===== config.mk =====
export PLATFORM = sky130hd
export DESIGN_NAME = pool_2b2
export DESIGN_NICKNAME = d
export VERILOG_FILES = /design/src/rtl/pool_pkg.sv /design/src/rtl/pool_addr_gen.sv /design/src/rtl/pool_2b2.sv
export SDC_FILE = /design/constraint.sdc
export NUM_CORES = 1
export LEC_CHECK = 0
export CAP_MARGIN = 5
export CORE_MARGIN = 2
export CORE_UTILIZATION = 38
export CTS_CLUSTER_DIAMETER = 120
export DETAILED_ROUTE_END_ITERATION = 10
export PLACE_DENSITY_LB_ADDON = 0.25
export SLEW_MARGIN = 20
export SYNTH_ARGS = -nofsm -noshare
export SYNTH_HDL_FRONTEND = slang
export SYNTH_HIERARCHICAL = 1
export SYNTH_SLANG_ARGS = --single-unit

===== constraint.sdc =====
create_clock -name clk -period 3.28 [get_ports clk]
set_input_delay 0.656 -clock clk [delete_from_list [all_inputs] [get_ports clk]]
set_output_delay 0.656 -clock clk [all_outputs]
set_load 0.005 [all_outputs]

===== src/rtl/pool_pkg.sv =====
// Shared types and default geometry for the 2x2/stride-2 max-pooling stage.
package pool_pkg;

  localparam int DEF_DATA_W = 16;
  localparam int DEF_IN_W   = 6;
  localparam int DEF_IN_H   = 6;

  localparam int OUT_W = DEF_IN_W / 2;
  localparam int OUT_H = DEF_IN_H / 2;
  localparam int OUT_N = OUT_W * OUT_H;

  typedef logic signed [DEF_DATA_W-1:0] data_t;
  typedef logic [1:0] phase_t;

  typedef enum logic [1:0] {
    IDLE  = 2'd0,
    READ  = 2'd1,
    DRAIN = 2'd2,
    DONE  = 2'd3
  } state_t;

endpackage


===== src/rtl/pool_addr_gen.sv =====
// Window/phase walker: issues the four reads of each 2x2 window in row-major
// window order and flags when the final read of the frame has been issued.
module pool_addr_gen
  import pool_pkg::*;
#(
  parameter int IN_W   = DEF_IN_W,
  parameter int IN_H   = DEF_IN_H,
  parameter int ADDR_W = 6
) (
  input  logic              clk,
  input  logic              rst,
  input  logic              clr,
  input  logic              en,
  output logic              rd_en,
  output logic [ADDR_W-1:0] rd_addr,
  output phase_t            phase,
  output logic              last
);

  localparam int OW = IN_W / 2;
  localparam int OH = IN_H / 2;
  localparam int CW = $clog2((OW > OH) ? OW : OH) + 1;

  logic [CW-1:0]     wr;
  logic [CW-1:0]     wc;
  phase_t            p;
  logic              row_end;
  logic              final_rd;
  logic [ADDR_W-1:0] addr_c;

  always_comb begin
    row_end  = (wc == CW'(OW - 1));
    final_rd = (p == 2'd3) && row_end && (wr == CW'(OH - 1));
    addr_c   = ADDR_W'(2 * IN_W * int'(wr) + 2 * int'(wc)
                       + (p[1] ? IN_W : 0) + (p[0] ? 1 : 0));
  end

  always_ff @(posedge clk or negedge rst) begin
    if (!rst) begin
      rd_en   <= 1'b0;
      rd_addr <= '0;
      phase   <= '0;
      last    <= 1'b0;
      wr      <= '0;
      wc      <= '0;
      p       <= '0;
    end else if (clr) begin
      rd_en   <= 1'b0;
      rd_addr <= '0;
      phase   <= '0;
      last    <= 1'b0;
      wr      <= '0;
      wc      <= '0;
      p       <= '0;
    end else if (en && !last) begin
      rd_en   <= 1'b1;
      rd_addr <= addr_c;
      phase   <= p;
      p       <= p + 2'd1;
      if (p == 2'd3) begin
        if (final_rd) begin
          last <= 1'b1;
        end else if (row_end) begin
          wc <= '0;
          wr <= wr + 1'b1;
        end else begin
          wc <= wc + 1'b1;
        end
      end
    end else begin
      rd_en <= 1'b0;
    end
  end

endmodule


===== src/rtl/pool_2b2.sv =====
// 2x2 stride-2 max-pooling stage reading a conv feature map from a sync buffer.
// Optional POOL_RELU_EN clamps negative pooled results to zero.
module pool_2b2
  import pool_pkg::*;
#(
  parameter int DATA_W = DEF_DATA_W,
  parameter int IN_W   = DEF_IN_W,
  parameter int IN_H   = DEF_IN_H,
  parameter int ADDR_W = 6,
  parameter int IDX_W  = 4
) (
  input  logic              clk,
  input  logic              rst,
  input  logic              run_n,
  output logic              rd_en,
  output logic [ADDR_W-1:0] rd_addr,
  input  logic [DATA_W-1:0] rd_data,
  output logic              out_valid,
  output logic [DATA_W-1:0] out_data,
  output logic [IDX_W-1:0]  out_idx,
  output logic              busy,
  output logic              done
);

  state_t                   state;
  state_t                   state_nx;
  phase_t                   phase;
  logic                     last;
  logic                     tag_vld;
  phase_t                   tag_p;
  logic signed [DATA_W-1:0] mx;
  logic signed [DATA_W-1:0] din;
  logic signed [DATA_W-1:0] cand;
  logic signed [DATA_W-1:0] res;
  logic [IDX_W-1:0]         cnt;

  pool_addr_gen #(
    .IN_W   (IN_W),
    .IN_H   (IN_H),
    .ADDR_W (ADDR_W)
  ) u_addr_gen (
    .clk     (clk),
    .rst     (rst),
    .clr     (run_n),
    .en      (state == READ),
    .rd_en   (rd_en),
    .rd_addr (rd_addr),
    .phase   (phase),
    .last    (last)
  );

  always_comb begin
    state_nx = state;
    if (run_n) begin
      state_nx = IDLE;
    end else begin
      case (state)
        IDLE:    state_nx = READ;
        READ:    if (last) state_nx = DRAIN;
        DRAIN:   state_nx = DONE;
        default: state_nx = DONE;
      endcase
    end
  end

  // Tag 0 starts a new window; later tags only raise the running max.
  always_comb begin
    din  = $signed(rd_data);
    cand = ((tag_p == 2'd0) || (din > mx)) ? din : mx;
`ifdef POOL_RELU_EN
    res  = (cand < 0) ? '0 : cand;
`else
    res  = cand;
`endif
  end

  always_ff @(posedge clk or negedge rst) begin
    if (!rst) begin
      state     <= IDLE;
      tag_vld   <= 1'b0;
      tag_p     <= '0;
      mx        <= '0;
      cnt       <= '0;
      out_valid <= 1'b0;
      out_data  <= '0;
      out_idx   <= '0;
      busy      <= 1'b0;
      done      <= 1'b0;
    end else begin
      state <= state_nx;
      if (run_n) begin
        tag_vld   <= 1'b0;
        tag_p     <= '0;
        mx        <= '0;
        cnt       <= '0;
        out_valid <= 1'b0;
        out_data  <= '0;
        out_idx   <= '0;
        busy      <= 1'b0;
        done      <= 1'b0;
      end else begin
        busy      <= (state == READ) || (state == DRAIN);
        done      <= (state == DONE);
        tag_vld   <= rd_en;
        tag_p     <= phase;
        out_valid <= 1'b0;
        if (tag_vld) begin
          mx <= cand;
          if (tag_p == 2'd3) begin
            out_valid <= 1'b1;
            out_data  <= res;
            out_idx   <= cnt;
            cnt       <= cnt + 1'b1;
          end
        end
      end
    end
  end

endmodule


# After elaboration in Yosys (flattened, before gate mapping)
# Index checks and enable logic that the tools add are counted.
[classes] addsub=7 multipliers=1 n_div=0 magnitude_cmp=1 eq_ne=9 shifts=0 n_mux=46 bitwise_logic=0 reduce_logical=18
[op_table] cell="two-way mux 16 bit" count=6
[op_table] cell="two-way mux 3 bit" count=11
[op_table] cell="two-way mux 4 bit" count=6
[op_table] cell="> comparator 16 bit" count=1
[op_table] cell="two-way mux 2 bit" count=7
[op_table] cell="two-way mux 1 bit" count=13
[op_table] cell="adder 6 bit" count=2
[op_table] cell="two-way mux 6 bit" count=2
[op_table] cell="nonzero test 2 bit" count=6
[op_table] cell="== test 2 bit, second input constant" count=4
[op_table] cell="adder 3 x 1 -> 3 bit, second input constant" count=2
[op_table] cell="adder 6 x 5 -> 6 bit" count=1
[op_table] cell="== test 3 x 2 -> 1 bit, second input constant" count=2
[op_table] cell="AND reduction 3 bit" count=2
[op_table] cell="adder 4 x 1 -> 4 bit, second input constant" count=1
[op_table] cell="zero test 2 bit" count=2
[op_table] cell="multiplier 2 x 3 -> 4 bit, first input constant" count=1
[op_table] cell="case mux 2 bit (2 select lines)" count=1
[op_table] cell="AND reduction 4 bit" count=1
[op_table] cell="logical AND 1 bit" count=3
[op_table] cell="!= test 3 bit, second input constant" count=1
[op_table] cell="adder 2 x 1 -> 2 bit, second input constant" count=1
[op_table] cell="== test 2 x 1 -> 1 bit, second input constant" count=1
[op_table] cell="logical OR 1 bit" count=2
[op_table] cell="other kinds (3)" count=3
[word_totals] ff_bits=66 latch_bits=0 mem_bits_rw=0 romBits=0 in_bits=19 output_inout_bits=30 elab_cells=99 n_memories=0

# Depth between registers and ports, before layout
[depth] ltp_word=7 mapped_depth=10 ltp_nobuf=8

# Hierarchy
# Netlist, hierarchy kept.
[by_module_without_submodules] module="pool_2b2" instances=1 cells_each=290 area_each_um2=2846.5 seq_area_each_um2=1201.2
[by_module_without_submodules] module="pool_addr_gen" instances=1 cells_each=98 area_each_um2=985.9 seq_area_each_um2=425.4

# Least setup slack after synthesis
# OpenSTA, ideal clock, no wires.
[synth_path] kind="input to register" startpoint="in rd_data[6]" endpoint="reg mx[10]" t_arrival_ns=2.587 path_slack_ns=0.613 stages=9 n_path_buf=2 path_cell_list="ha_1 and4_4 a221o_1 a211oi_2 a211oi_1 nor3b_1 buf_6 buf_12 mux2i_1"
[synth_via] elab_chain_len=5
[synth_lines] element="from (decl)" line="pool_2b2.sv:17" source="input logic [DATA_W-1:0] rd_data,"
[synth_lines] element="> comparator 16 bit" line="pool_2b2.sv:69" source="cand = ((tag_p == 2'd0) || (din > mx)) ? din : mx;"
[synth_lines] element="logical OR 1 bit" line="pool_2b2.sv:69"
[synth_lines] element="two-way mux 16 bit" line="pool_2b2.sv:69"
[synth_lines] element="two-way mux 16 bit" line="pool_2b2.sv:107" source="if (tag_vld) begin"
[synth_lines] element="two-way mux 16 bit" line="pool_2b2.sv:91" source="if (run_n) begin"
[synth_lines] element="to (signal assigned)" line="pool_2b2.sv:108" source="mx <= cand;"
[synth_lines] element="to (decl)" line="pool_2b2.sv:31" source="logic signed [DATA_W-1:0] mx;"
# Every way passes these cells. The select of a mux whose other input is x is not followed.
# A chain may end at the register's enable or synchronous reset.

# Final worst setup path
[layout_path] startpoint="in rd_data[6]" endpoint="reg out_data[1]"
[layout_via] elab_chain_len=6
[layout_lines] element="> comparator 16 bit" line="pool_2b2.sv:69"
[layout_lines] element="logical OR 1 bit" line="pool_2b2.sv:69"
[layout_lines] element="two-way mux 16 bit" line="pool_2b2.sv:69"
[layout_lines] element="two-way mux 16 bit" line="pool_2b2.sv:109" source="if (tag_p == 2'd3) begin"
[layout_lines] element="two-way mux 16 bit" line="pool_2b2.sv:107"
[layout_lines] element="two-way mux 16 bit" line="pool_2b2.sv:91"
[layout_lines] element="to (signal assigned)" line="pool_2b2.sv:111" source="out_data <= res;"
[layout_lines] element="to (decl)" line="pool_2b2.sv:19" source="output logic [DATA_W-1:0] out_data,"
# Every way passes these cells. The select of a mux whose other input is x is not followed.

==> run summary <==
Setup WS pre-CTS: 0.0243 ns
Top-Level Pins: 49
Gr usage total: 0.169
Non-filler cells, final: 577
Post-synthesis sequential area ratio: 0.424
Layout Skew: 0.00541 ns
Grt ovf: 0
Most frequent cells after synthesis: 65 x dfrtp_1, 33 x nor2_1, 28 x ha_1
Internal: 0.00130 W
First-pass GRT wire length: 14900 um
Clk slew on worst S/H paths: 0.07 ns
Critical Path AT: 3.15 ns
Routability congestion estimate: 0.844
EDFF count, synth: 0
Most frequent cell after synthesis: dfrtp_1
Die width: 104 um
Drt first pass iters: 4
Post-CTS Setup Inserts: 0
Critical path class: input port to register
Slew Limit Headroom: 0.466
Drt first-iter violations: 117
Pin count of the biggest net entering global routing: 47
Synth Flop Type: dfrtp_1
Status: completed
Yosys top cell by area: dfrtp_1
WP buf/inv: 2
Initial antenna violation count: 0
Sequential share of power: 0.470
Synthesis-stage register bit count: 65
Detailed-route DRC error count: 0
Mapped Nets: 438
Clk root buf: clkbuf_8
Worst hold path class: input port to async pin
Clock period minus worst slack: 2.93 ns
Crit path max-delay family: compound AO/OA/AOI/OAI gates
Post-route setup slack: 0.355 ns
Worst vdd ir: 0.000178 V
Launch point of the worst reg-to-reg path: mx[6]
DR WL/cell: 14.5 um
DR vias: 2955
Clock sinks: 65
Max cap viols: 0
Distinct cell type count after synthesis: 57
Slew Limit Fails: 0
H-tree depth: 3
R2R setup slack: 0.72 ns
Worst-path fanout max: 6
Fmax: 342 MHz
Met3 wire len: 412 um
Final worst-path cycle share: 0.892
FFs w/ async S/R, synth: 1.00
Clk buf depth: 2
Placed insts: 561
Post-synthesis instance area: 3830 um2
Crit Reg-Reg Endpoint: out_data[1]
Clk pwr share: 0.385
Worst Setup Start Kind: input port
Die ar.: 10900 um2
Slowest-stage cell, CP: clkdlybuf4s50_1
Layout cell share with drive strength beyond 1: 0.133
Clk Latency, worst-skew pair: 0.34 ns
Vias in the first global route: 2963
Sw power: 0.000474 W
Mapped Cells: 388
Crit end category: register
Routed WL: 8380 um
Placed instance area: 4480 um2
Leak: 1.94 nW
Core ar.: 9770 um2
P per Cell Area: 380 nW/um2
Tightest Pin Transition: 0.801 ns
Req. time, crit path: 3.50 ns
Met2 wire len: 3570 um
Vias per cell: 5.12
RSZ-0062 raised after global routing: no
Port Buffers: 48
Critical path, cell by cell: clkdlybuf4s50_1, ha_1, and4_4, a221o_1, a211oi_2, and3_2, buf_4, o21ai_0, a311oi_1
Largest cells by area after synthesis: dfrtp_1 42%, ha_1 9.1%, mux2i_1 4.2%, a311oi_1 4.1%, nor2_1 3.2%
Setup TNS: 0 ns
Routed Antenna Nets: 0
Number of cell rows: 36
Nets: 489
Initial Util: 0.392
Fill count: 953
Sw Ratio: 0.267
Slowest cell delay on critical path: 0.44 ns
Setup violations, final: 0
Final hold vios: 0
Synth-to-layout area growth: 22.0%
Synth warn: 6
M1 wire length: 4270 um
Antenna cell count: 0
Post-synth top area share: 0.424
Hold_buf cts: 0
Post-cts gate resize count: 0
Top Layer Used: met4
Comb power frac: 0.145
CTS Buf Count: 9
Detailed placer's ending HPWL: 5990 um
Synthesized area per cell: 9.88 um2
Finished layout cell area: 4680 um2
R2R cell count: 9
CTS tree: yes
Die Y-Extent: 104 um
[how the worst max path moves through the flow]
| stage | from | endpoint | cells after the start |
|---|---|---|---|
| 3_5_place_dp | rd_data[6] | mx[2] | 9 |
| 2_1_floorplan | rd_data[6] | mx[10] | 9 |
| 4_1_cts | rd_data[6] | out_data[1] | 9 |
| 5_1_grt | rd_data[6] | mx[0] | 9 |
| 3_3_place_gp | rd_data[3] | out_data[1] | 9 |
| 6_report | rd_data[6] | out_data[1] | 9 |
[power groups by stage]
stage	Clock, W	Combinational, W	Sequential, W
final	0.000684	0.000257	0.000837
after global routing	0.000744	0.000289	0.000839
after CTS	0.000708	0.000260	0.000837
after detailed placement	0	0.000258	0.000852
after global placement	0	0.000256	0.000852
after floorplan	0	0.000150	0.000849
[layer usage]
layer  GRT usage  vias to the layer above
li1            -                     1466
met1       0.247                     1406
met2       0.250                       70
met3      0.0251                       13
met4      0.0647                        0
met5           0                        -
[kinds of logic after synthesis]
| group | Yosys count | synth area share |
|---|---|---|
| AOI/OAI and AO/OA | 77 | 0.137 |
| buffers and inverters | 46 | 0.0571 |
| adders and majority gates | 31 | 0.107 |
| DFF | 65 | 0.424 |
| muxes | 18 | 0.0477 |
| and+or+nand+nor | 145 | 0.213 |
| xor gates and xnor gates | 6 | 0.0137 |
[metrics by stage]
stage / hold WS (ns) / utilization / power [W]
after floorplan: 0.360 / - / 0.000999
after global placement: 0.476 / 0.458 / 0.00111
after detailed placement: 0.488 / 0.458 / 0.00111
after CTS: 0.398 / 0.478 / 0.00180
after global routing: 0.434 / 0.478 / 0.00187
final: 0.385 / 0.478 / 0.00178
[cell type report]
| cell class | count | area, um2 | area share |
|---|---|---|---|
| repair buffers | 63 | 608 | 0.130 |
| clock buffers | 11 | 141 | 0.0302 |
| well taps | 133 | 166 | 0.0356 |
| flip-flops and latches | 65 | 1630 | 0.348 |
| clock inverters | 5 | 55.1 | 0.0118 |
| inverters | 23 | 86.3 | 0.0185 |
| multi-input cells | 277 | 1990 | 0.426 |
[state kept, by name, indices dropped and copies added, names as in the netlist]
| name | cells |
|---|---|
| u_addr_gen/phase | 1 |
| u_addr_gen/wr | 3 |
| tag_vld | 1 |
| u_addr_gen/rd_addr | 6 |
| mx | 16 |
| state | 2 |
| u_addr_gen/last | 1 |
| out_valid | 1 |
| done | 1 |
| u_addr_gen/wc | 3 |
| cnt | 4 |
| out_data | 16 |
| busy | 1 |
| tag_p | 2 |
| u_addr_gen/p | 2 |
| out_idx | 4 |
| u_addr_gen/rd_en | 1 |
[placed cells by master, fill, tap and decap left out, types with 2 or more instances in the layout]
master | netlist | routed
a211oi_1 | 3 | 3
a21o_1 | 3 | 3
a21o_2 | 2 | 2
a21oi_1 | 20 | 20
a311oi_1 | 18 | 18
a31oi_1 | 2 | 2
and3_1 | 2 | 2
buf_12 | 1 | 2
buf_2 | 3 | 2
buf_4 | 2 | 13
clkbuf_8 | 1 | 10
clkdlybuf4s50_1 | 0 | 46
clkinv_2 | 0 | 2
clkinvlp_4 | 0 | 2
dfrtp_1 | 65 | 65
fa_1 | 3 | 3
ha_1 | 28 | 28
inv_1 | 22 | 22
mux2_2 | 2 | 2
mux2i_1 | 16 | 16
nand2_1 | 25 | 25
nand2b_1 | 14 | 14
nand3_1 | 22 | 22
nand4_1 | 5 | 5
nor2_1 | 33 | 33
nor2b_1 | 10 | 10
o21a_1 | 2 | 2
o21ai_0 | 9 | 9
o21ai_1 | 10 | 10
or2b_1 | 8 | 8
or2b_2 | 12 | 12
xnor2_1 | 3 | 3
xor2_1 | 3 | 3
No activity file was read; power rests on OpenSTA's default activity.
==> RTL change 1: new RTL, config.mk and constraints unchanged <==
Make the reset (`rst`) synchronous in 2 clocked blocks.
--- a/src/rtl/pool_addr_gen.sv
+++ b/src/rtl/pool_addr_gen.sv
@@ -36,5 +36,5 @@
   end
 
-  always_ff @(posedge clk or negedge rst) begin
+  always_ff @(posedge clk) begin
     if (!rst) begin
       rd_en   <= 1'b0;
--- a/src/rtl/pool_2b2.sv
+++ b/src/rtl/pool_2b2.sv
@@ -75,5 +75,5 @@
   end
 
-  always_ff @(posedge clk or negedge rst) begin
+  always_ff @(posedge clk) begin
     if (!rst) begin
       state     <= IDLE;
Check against the original RTL: differs if rst is asserted again (counterexample within 4 cycles, from zero or initial values and one cycle with rst low); with rst held inactive, the same outputs for 10 cycles.
==> RTL change 1 against the original RTL <==
  * Via count decreased by 5.1%
  * Power decreased by 0.90%
  * Sequential cell count unchanged
  * Worst setup slack improved by 0.030 ns
  * Area after synthesis decreased by 12%
  * Routed wire length decreased by 12%
  * Cell area decreased by 10%
  * Critical path depth decreased by 1
  * Critical path type unchanged
==> RTL change 1: results (changes against the original RTL) <==
- Status: finished clean
- Met3 track demand over resource: 0.0279 (+0.00285)
- CP arrival: 3.16 ns (about the same)
- Synth cell count leaders: 65 x dfxtp_1, 61 x nand2_1, 29 x ha_1
- Reg-to-reg startpoint: mx[14]
- Seq power: 797 uW (-4.8%)
- Global-route wire length before repair: 12.5 mm (-16%)
- Share of layout cells above drive strength 1: 0.0860 (-0.0469)
- DR vias: 2804 (-5.1%)
- Max IR drop VDD: 0.160 mV (-10%)
- Synthesized net count: 439 (+0.23%)
- Number of global-route vias before repair: 2691 (-9.2%)
- Iteration-0 DRC Markers: 121 (+3.4%)
- Global placement routability congestion: 0.832 (-1.4%)
- CP max stage delay: 0.56 ns (+0.12 ns)
- Most used DFF post-synth: dfxtp_1
- Dpl cell area: 0.00396 mm^2 (-12%)
- Min-delay worst type: reg -> reg
- Seq pwr share: 0.452 (-0.018)
- R2R cell count: 8 (-1)
- Synth async-reset ratio: 0 (-1.00)
- Wl on met1: 3.78 mm (-11%)
- Slowest cell on crit path: o31a_1
- Met2 usage: 0.247 (-0.00266)
- Library cells used by synthesis: 50 (-12%)
- Crit path max fanout: 16 (+10)
- Die area: 0.00962 mm^2 (-12%)
- Area contributors post-synth: dfxtp_1 39%, ha_1 11%, nand2_1 6.8%, mux2i_1 5.1%, o21ai_0 4.2%
- Reg-to-reg slack, setup: 0.77 ns (+0.05 ns)
- Largest net degree at the start of global routing: 54 (+15%)
- Min Hold Slack: 0.458 ns (+0.0728 ns)
- Sequential-to-total area share from yosys stat: 0.387 (-0.0375)
- Hpwl dp: 5.19 mm (-13%)
- Syn avg cell area: 8.67 um^2 (-12%)
- Highest clock rate: 345 MHz (+1.0%)
- Final nets: 488 (-0.20%)
==> RTL change 1: final cells by class <==
type / instances / area (um^2)
fill: 842 / 4440
multi-input combinational: 274 / 1850
sequential: 65 / 1300
timing repair buffer: 59 / 563
tap: 108 / 135
clock buffer: 10 / 128
clock inverter: 6 / 116
inverter: 28 / 105
==> RTL change 1: cells by family after synthesis <==
family,after synthesis,synth area share
flops,65,0.387
mux,17,0.0506
buf+inv,49,0.0636
xor+xnor,6,0.0156
fa+ha+maj,32,0.126
simple gates,127,0.190
compound gates,92,0.167
==> RTL change 1: critical path, delay by kind of cell <==
family	cells	cell delay, ns
compound gates	4	1.20
fa+ha+maj	1	0.33
buf+inv	1	0.45
simple gates	2	0.51
==> RTL change 1: final timing paths <==
| check | endpoint |
|---|---|
| setup / recovery | out_data[7] |
| hold / removal | u_addr_gen/rd_addr[4] |
| setup reg to reg | out_data[7] |
| hold reg to reg | u_addr_gen/rd_addr[4] |
==> RTL change 2: new RTL, same settings <==
Made on the original files. Build with the macro `POOL_RELU_EN` defined.
--- a/src/rtl/pool_2b2.sv
+++ b/src/rtl/pool_2b2.sv
@@ -1,4 +1,6 @@
 // 2x2 stride-2 max-pooling stage reading a conv feature map from a sync buffer.
 // Optional POOL_RELU_EN clamps negative pooled results to zero.
+`define POOL_RELU_EN
+
 module pool_2b2
   import pool_pkg::*;
Behaviour: not the same (a bounded check fails within 10 cycles, from zero or initial values and one cycle with rst low).
==> RTL change 2 against the original RTL <==
  * Worst setup slack improved by 0.0025 ns
  * Area after synthesis is 5.9% lower
  * Register-to-register slack barely moved
  * Combinational power shrank 22%
  * Power is 9.0% lower
  * Fmax hardly changed
  * Global-route usage decreased by 0.65 points
  * Sequential cell count is 1 lower
  * Routed wire length down 11%
  * Cell area is 3.1% lower
  * Critical path depth is the same
  * Sequential share of layout area up 0.54 points
  * Die area down 5.7%
==> RTL change 2: results (changes against the original RTL) <==
- Sequential-to-total area share from yosys stat: 0.444 (+0.0196)
- Biggest regs: mx (16), out_data (15), u_addr_gen/rd_addr (6)
- Total routed wirelength: 7.49 mm (-11%)
- Crit path max fanout: 15 (+9)
- Iteration-0 DRC Markers: 44 (-62%)
- Largest net degree at the start of global routing: 50 (+6.4%)
- Library cells used by synthesis: 53 (-7.0%)
- Status: finished clean
- Final nets: 457 (-6.5%)
- Synth cell count leaders: 64 x dfrtp_1, 32 x nand2b_1, 28 x ha_1
- Gate Count Post-Synth: 342 (-12%)
- Number of global-route vias before repair: 2766 (-6.6%)
- Area contributors post-synth: dfrtp_1 44%, ha_1 9.7%, nand2b_1 5.5%, mux2i_1 4.4%, a221o_2 4.4%
- Global-route wire length before repair: 13.1 mm (-12%)
- # port buffers: 47 (-2.1%)
- Pleak: 2.00 nW (+2.9%)
- H-tree depth: 3 (unchanged)
- Max IR drop VDD: 0.192 mV (+7.6%)
- Global placement routability congestion: 0.742 (-12%)
- Worst slew pin tran: 0.577 ns (-0.225 ns)
- Post-Place Cells: 525 (-6.4%)
- Post-Layout Cell Count: 541 (-6.2%)
- Fin Clk Skew: 0.00695 ns (+0.00153 ns)
- Crit path launch: rd_data[5]
- Reg2reg end: out_data[4]
- Share of layout cells above drive strength 1: 0.160 (+0.0273)
- Pre-CTS setup slack: -0.0184 ns (-0.0426 ns)
- CTS Root Cell: clkbuf_8
- Number of filler cells placed in the layout: 869 (-8.8%)
- Synthesized net count: 392 (-11%)
- Hpwl dp: 5.31 mm (-11%)
- Vias/cell: 4.87 (-5.0%)
- Reg-to-reg startpoint: mx[7]
- GRT Total Usage: 0.162 (-0.00654)
-- RTL change 2: layout make-up --
cell class,count,area share
Clock buffer,12,0.0320
Timing Repair Buffer,70,0.153
Clock inverter,4,0.00442
Multi-Input combinational cell,238,0.401
Inverter,24,0.0199
Sequential cell,64,0.353
Tap cell,129,0.0356
-- RTL change 2: how the worst max path moves through the flow --
stage	end	slack, ns	cells after the start
after global placement	out_data[2]	0.02	9
after CTS	out_data[4]	0.36	9
after detailed placement	out_data[4]	-0.02	9
after global routing	out_data[4]	0.22	9
after floorplan	out_data[10]	0.64	8
final	out_data[4]	0.36	9
-- RTL change 2: power breakdown --
part / internal, mW / switching [mW] / total, mW
logic: 0.0967 / 0.104 / 0.201
clock network: 0.290 / 0.303 / 0.593
registers: 0.809 / 0.0155 / 0.825
total: 1.20 / 0.423 / 1.62
-- RTL change 2: metal layers --
metal / share of wire / global-route usage / vias to the layer above
met5: 0 / 0 / -
met4: 0.011 / 0.0457 / 0
met3: 0.046 / 0.0504 / 8
met2: 0.48 / 0.260 / 37
met1: 0.46 / 0.212 / 1279
li1: - / - / 1309
-- RTL change 2: cell families after synthesis --
group	synth area share
xor+xnor	0.0146
buf+inv	0.0517
mux	0.0538
simple gates	0.198
compound gates	0.123
flops	0.444
fa+ha+maj	0.114
other cells	0.00104
-- RTL change 2: critical path: stages --
cell and delay [ns]:
clkdlybuf4s50_1 0.45, ha_1 0.32, a21oi_1 0.17, o221ai_1 0.18, a221oi_2 0.36, mux2i_1 0.32, a2111oi_4 0.12, buf_12 0.18
a221o_2 0.39
-- RTL change 2: through the flow --
step / setup TNS (ns) / hold slack, ns / utilization
after floorplan: 0 / 0.360 / -
after CTS: 0 / 0.308 / 0.491
after global routing: 0 / 0.337 / 0.491
after detailed placement: -0.0374 / 0.509 / 0.473
final: 0 / 0.306 / 0.491
after global placement: 0 / 0.494 / 0.473
